File: config.mk
export PLATFORM = sky130hd
export DESIGN_NAME = uart_alu_interface
export DESIGN_NICKNAME = d
export VERILOG_FILES = /design/src/rtl/uart_alu_pkg.sv /design/src/rtl/uart_alu_interface_frame_gap_timer.sv /design/src/rtl/uart_alu_interface.sv
export SDC_FILE = /design/constraint.sdc
export NUM_CORES = 1
export LEC_CHECK = 0
export ABC_AREA = 1
export BUFFER_PORTS_ARGS = -buffer_cell sky130_fd_sc_hd__buf_2
export CAP_MARGIN = 20
export CORE_MARGIN = 2
export CORE_UTILIZATION = 45
export DETAILED_ROUTE_END_ITERATION = 10
export GPL_TIMING_DRIVEN = 0
export PLACE_DENSITY = 0.79
export RECOVER_POWER = 25
export SYNTH_ARGS = -nofsm -noshare
export SYNTH_HDL_FRONTEND = slang
export SYNTH_SLANG_ARGS = --single-unit
File: constraint.sdc
create_clock -name clk -period 3.7 [get_ports clk]
set_clock_uncertainty 0.1 [all_clocks]
set_input_delay 0.185 -clock clk [delete_from_list [all_inputs] [get_ports clk]]
set_output_delay 0.185 -clock clk [all_outputs]
set_load 0.01 [all_outputs]
File: src/rtl/uart_alu_pkg.sv
// uart_alu_pkg: shared definitions for the UART/ALU sequencer, the ALU and the testbench.
//   state_e      - 3-bit sequencer state encoding
//   BYTE_W, OP_W - UART byte width and ALU opcode width
//   OP_*         - ALU opcode values
package uart_alu_pkg;

  localparam int unsigned BYTE_W = 8;
  localparam int unsigned OP_W   = 6;

  typedef enum logic [2:0] {
    StIdle   = 3'd0,
    StWaitB  = 3'd1,
    StWaitOp = 3'd2,
    StCompute = 3'd3,
    StSend   = 3'd4,
    StWaitTx = 3'd5
  } state_e;

  localparam logic [OP_W-1:0] OP_ADD    = 6'h20;
  localparam logic [OP_W-1:0] OP_SUB    = 6'h22;
  localparam logic [OP_W-1:0] OP_AND    = 6'h24;
  localparam logic [OP_W-1:0] OP_OR     = 6'h25;
  localparam logic [OP_W-1:0] OP_XOR    = 6'h26;
  localparam logic [OP_W-1:0] OP_NOR    = 6'h27;
  localparam logic [OP_W-1:0] OP_SRA    = 6'h03;
  localparam logic [OP_W-1:0] OP_SRL    = 6'h02;
  localparam logic [OP_W-1:0] OP_PASS_A = 6'h00;
  localparam logic [OP_W-1:0] OP_PASS_B = 6'h01;

endpackage

File: src/rtl/uart_alu_interface_frame_gap_timer.sv
// frame_gap_timer: inter-byte gap counter for the UART/ALU sequencer.
//   clk     - clock
//   reset   - synchronous active-high reset
//   run     - sequencer is waiting for a further byte of the frame
//   clear   - a byte was accepted this cycle
//   expired - gap has reached TIMEOUT_CYCLES - 1 cycles while running
module frame_gap_timer #(
  parameter int unsigned TIMEOUT_CYCLES = 1_000_000
) (
  input  logic clk,
  input  logic reset,
  input  logic run,
  input  logic clear,
  output logic expired
);

  localparam int unsigned CntW = (TIMEOUT_CYCLES > 1) ? $clog2(TIMEOUT_CYCLES) : 1;
  localparam logic [CntW-1:0] CntMax = CntW'(TIMEOUT_CYCLES - 1);

  logic [CntW-1:0] cnt_q, cnt_d;

  assign expired = run && (cnt_q == CntMax);

  always_comb begin
    cnt_d = cnt_q;
    // Held at zero outside the waiting states and restarted on every accepted byte.
    if (!run || clear || expired) begin
      cnt_d = '0;
    end else begin
      cnt_d = cnt_q + 1'b1;
    end
  end

  always_ff @(posedge clk) begin
    if (reset) begin
      cnt_q <= '0;
    end else begin
      cnt_q <= cnt_d;
    end
  end

endmodule

File: src/rtl/uart_alu_interface.sv
// uart_alu_interface: sequencer between UART receiver, ALU and UART transmitter.
// Collects a frame {A, B, opcode}, drives the ALU, captures the result and transmits it.
// Optional feature: define IFACE_TIMEOUT_EN to abort a frame whose inter-byte gap
// reaches TIMEOUT_CYCLES - 1 cycles.
//   clk, reset          - clock, synchronous active-high reset
//   rx_done_tick/rx_data - received byte strobe and data
//   tx_done_tick        - transmitter finished
//   alu_result          - combinational ALU result
//   alu_a/alu_b/alu_op  - registered ALU inputs
//   tx_start/tx_data    - transmit request pulse and sign-extended result byte
//   busy                - high whenever not idle
import uart_alu_pkg::*;

module uart_alu_interface #(
  parameter int unsigned size           = 8,
  parameter int unsigned TIMEOUT_CYCLES = 1_000_000
) (
  input  logic              clk,
  input  logic              reset,
  input  logic              rx_done_tick,
  input  logic [BYTE_W-1:0] rx_data,
  input  logic              tx_done_tick,
  input  logic [size-1:0]   alu_result,
  output logic [size-1:0]   alu_a,
  output logic [size-1:0]   alu_b,
  output logic [OP_W-1:0]   alu_op,
  output logic              tx_start,
  output logic [BYTE_W-1:0] tx_data,
  output logic              busy
);

  state_e            state_q, state_d;
  logic [size-1:0]   alu_a_q, alu_b_q;
  logic [OP_W-1:0]   alu_op_q;
  logic [BYTE_W-1:0] tx_data_q;
  logic [BYTE_W-1:0] res_pad, res_ext;
  logic              gap_expired;

`ifdef IFACE_TIMEOUT_EN
  frame_gap_timer #(
    .TIMEOUT_CYCLES(TIMEOUT_CYCLES)
  ) u_frame_gap_timer (
    .clk    (clk),
    .reset  (reset),
    .run    ((state_q == StWaitB) || (state_q == StWaitOp)),
    .clear  (rx_done_tick),
    .expired(gap_expired)
  );
`else
  logic unused_timeout;
  assign unused_timeout = ^TIMEOUT_CYCLES;
  assign gap_expired    = 1'b0;
`endif

  // Sign-extend from bit size-1; zero-padding first keeps every index in range for size = 8.
  always_comb begin
    res_pad = BYTE_W'(alu_result);
    res_ext = '0;
    for (int i = 0; i < int'(BYTE_W); i++) begin
      res_ext[i] = (i < int'(size)) ? res_pad[i] : res_pad[size-1];
    end
  end

  always_comb begin
    state_d = state_q;
    unique case (state_q)
      StIdle:    if (rx_done_tick) state_d = StWaitB;
      StWaitB: begin
        if (rx_done_tick)     state_d = StWaitOp;
        else if (gap_expired) state_d = StIdle;
      end
      StWaitOp: begin
        if (rx_done_tick)     state_d = StCompute;
        else if (gap_expired) state_d = StIdle;
      end
      StCompute: state_d = StSend;
      StSend:    state_d = StWaitTx;
      StWaitTx:  if (tx_done_tick) state_d = StIdle;
      default:   state_d = StIdle;
    endcase
  end

  always_ff @(posedge clk) begin
    if (reset) begin
      state_q   <= StIdle;
      alu_a_q   <= '0;
      alu_b_q   <= '0;
      alu_op_q  <= '0;
      tx_data_q <= '0;
    end else begin
      state_q <= state_d;
      if (state_q == StIdle && rx_done_tick)   alu_a_q   <= rx_data[size-1:0];
      if (state_q == StWaitB && rx_done_tick)  alu_b_q   <= rx_data[size-1:0];
      if (state_q == StWaitOp && rx_done_tick) alu_op_q  <= rx_data[OP_W-1:0];
      if (state_q == StCompute)                tx_data_q <= res_ext;
    end
  end

  assign alu_a    = alu_a_q;
  assign alu_b    = alu_b_q;
  assign alu_op   = alu_op_q;
  assign tx_data  = tx_data_q;
  assign tx_start = (state_q == StSend);
  assign busy     = (state_q != StIdle);

endmodule

==> metrics.csv <==
stage,metric,value,unit
sta,Slew HR,72.84,%
grt,GR Util met1,23.25,%
sta,period utilisation layout,46.92,%
logic_synthesis,Netlist cell types,17,
sta,f_max,576.0,MHz
layout,"commonest non-fill, non-tap cell in the layout",nor2_1,
logic_synthesis,yosys warns,0,
sta,tightest hold margin,0.01101,ns
sta,Setup-failing EPs final,0,
setup_path,crit-path max FO,10,
grt,GRT Overall Usage,19.03,%
setup_path,crit path cell chain,buf_4 > nor2_4 > buf_4 > nand2_1 > buf_2,
grt,largest net degree at the start of global routing,11,
placed_design,Routability Congestion,0.8206,
detailed_routing,DRC Markers,0,
setup_path,crit path kind,reg -> out,
floorplanning,Die W,59.96,um
clock_tree,post-CTS sizing,0,
floorplanning,Die Area,0.003595,sq mm
detailed_routing,via/cell ratio,4.716,
setup_path,R2R Setup Slk,2.38,ns
setup_path,Critical Path Source Type,flop,
grt,antenna violations before repair,0,
layout,Layout area overhead,28.51,%
power,VDD IR-drop max,0.2808,mV
logic_synthesis,Synth async-reset ratio,0,%
clock_tree,H-tree depth,2,
placed_design,placed cell area,0.001705,sq mm
detailed_routing,Final ANT Viol Nets,0,
layout,final net count,282,
logic_synthesis,number of flops mapped to enable cells by yosys,0,
setup_path,"delay-heaviest family, CP",buffers and inverters,
layout,"commonest non-fill, non-tap cells in the layout","58 x nor2_1, 39 x buf_2, 35 x nand2_1",
sta,max-slew violations,0,
floorplanning,Vert. Die Dim,59.96,um
setup_path,CP required,3.41,ns
clock_tree,root buf cell,clkbuf_4,
worst_hold_path,Hold/Removal Path Class,in -> reg,
grt,GR Layer Usage met2,29.50,%
power,Power per Cell Area,444.4,mW/mm^2
clock_tree,clk buf depth,2,
setup_path,CP bufs+invs,3,
logic_synthesis,ys flop type,dfxtp_1,
setup_path,CP most frequent cell,buf_4,
detailed_routing,Pre-Repair DR Iteration Count,4,
power,Leak,0.0009016,uW
grt,most used routing layer,met2,
clock_tree,CTS sink cnt,33,
sta,RSZ-0062 raised after global routing,false,
layout,Final Core Density,60.29,%
detailed_routing,per-cell routed wire length,10.57,um
logic_synthesis,"Avg Cell Area, Syn",7.044,sq um
detailed_routing,routed wire length,3130,um
layout,n_diodes,0,
grt,grt met3 use,6.061,%
grt,gr ovfl total,0,
sta,Final Hold Vio Count,0,
logic_synthesis,Syn Inst Count,200,
layout,post-route cell area,0.001810,sq mm
floorplanning,Core Footprint,0.003003,sq mm
grt,first-pass GRT wire length,5002,um
sta,crit path time final,1.736,ns
floorplanning,Boundary Pins,52,
setup_path,CP max-delay cell,dfxtp_1,
logic_synthesis,syn_nets,220,
clock_tree,Num CTS Buffers,5,
layout,fraction of layout cells with a size suffix above 1,22.05,%
logic_synthesis,Synth Register Bits,33,
detailed_routing,Initial DRC Count,40,
layout,filler instances,301,
floorplanning,# rows,20,
detailed_routing,DR vias,1396,
outcome,status,finished clean,
placed_design,post-DP HPWL,2253,um
clock_tree,clock-pin slew on the worst setup and hold paths,0.10,ns
placed_design,I/O Buffers,51,
logic_synthesis,"Seq/Total Area, Yosys",46.89,%
sta,worst-margin pin slew,0.4073,ns
setup_path,Setup crit end kind,output port,
clock_tree,CTS tree,built,
floorplanning,initial core utilization,46.92,%
logic_synthesis,Mapped Area,0.001409,sq mm
sta,post-route setup TNS,0,ns
job,maxcap violations,0,
clock_tree,"Clk Latency, worst-skew pair",0.33,ns
setup_path,CP Data Arrival Time,1.45,ns
setup_path,"Largest stage delay, worst path",0.32,ns
grt,vias in the first global route,1186,
[registers in the layout, summed over array words and instances, names as in the netlist]
name	flops
alu_a	8
alu_b	8
alu_op	6
state_q	3
tx_data	8
[layout make-up]
cell class	count	area, sq um	share of cell area, %
buffer	8	42.54	2.350
timing repair buffer	55	275.3	15.20
inverter	18	67.56	3.732
clock buffer	7	55.05	3.041
clock inverter	1	30.03	1.659
multi-input combinational	141	638.1	35.25
tap	33	41.29	2.281
sequential	33	660.6	36.49
[worst paths after layout]
path         cells past startpoint         end           from
min                              3  tx_data[6]  alu_result[6]
max                              5        busy     state_q[1]
max reg2reg                      6    alu_a[7]     state_q[1]
min reg2reg                      2    alu_b[6]       alu_b[6]
[power breakdown]
group | leakage [uW] | internal [uW] | switching (uW)
sequential | 0.000270 | 377 | 12.9
combinational | 0.000586 | 53.3 | 82.1
clock | 0.0000455 | 161 | 118
[worst min-delay path, delay by kind of cell]
family | cells | cell delay, ns
buf+inv | 1 | 0.07
simple gates | 1 | 0.08
compound gates | 1 | 0.07
[per-stage QoR]
stage               worst slack [ns]  power (uW)  cells
floorplan                      2.541       484.8    200
global placement               2.345       529.4    284
detailed placement             2.327       531.5    284
CTS                            1.953       813.8    296
global route                   1.880       847.8    296
finish                         1.964       804.6    296
[cell usage after synthesis, types with 2 or more instances]
| cell | instances | share of area [%] |
|---|---|---|
| nor2_1 | 58 | 15 |
| nand2_1 | 35 | 9.3 |
| clkbuf_1 | 2 | 0.53 |
| inv_2 | 3 | 0.80 |
| nand3_1 | 23 | 8.2 |
| buf_2 | 4 | 1.4 |
| buf_4 | 2 | 1.1 |
| inv_1 | 15 | 4.0 |
| nor2_4 | 2 | 1.6 |
| dfxtp_1 | 33 | 47 |
| o21ai_0 | 8 | 2.8 |
| a21oi_1 | 10 | 3.6 |
[per-layer routing]
layer	vias to the layer above	wire length (um)
met5	-	0
met4	0	76
met3	9	200
met2	48	1412
met1	592	1442
li1	747	-
[cells by family (layout without fill, tap and decap cells)]
logic type	count (synthesis)	after routing	synth area share [%]
compound gates	18	18	6.395
buf+inv	26	89	7.815
flops	33	33	46.89
simple gates	123	123	38.90
[repair_timing]
action	4_1_cts	5_1_grt
endpoints found under the hold margin	5	0
endpoints found under the setup margin	0	0
buffers inserted	0	0
hold buffers	4	0
No activity file was read; power rests on OpenSTA's default activity.
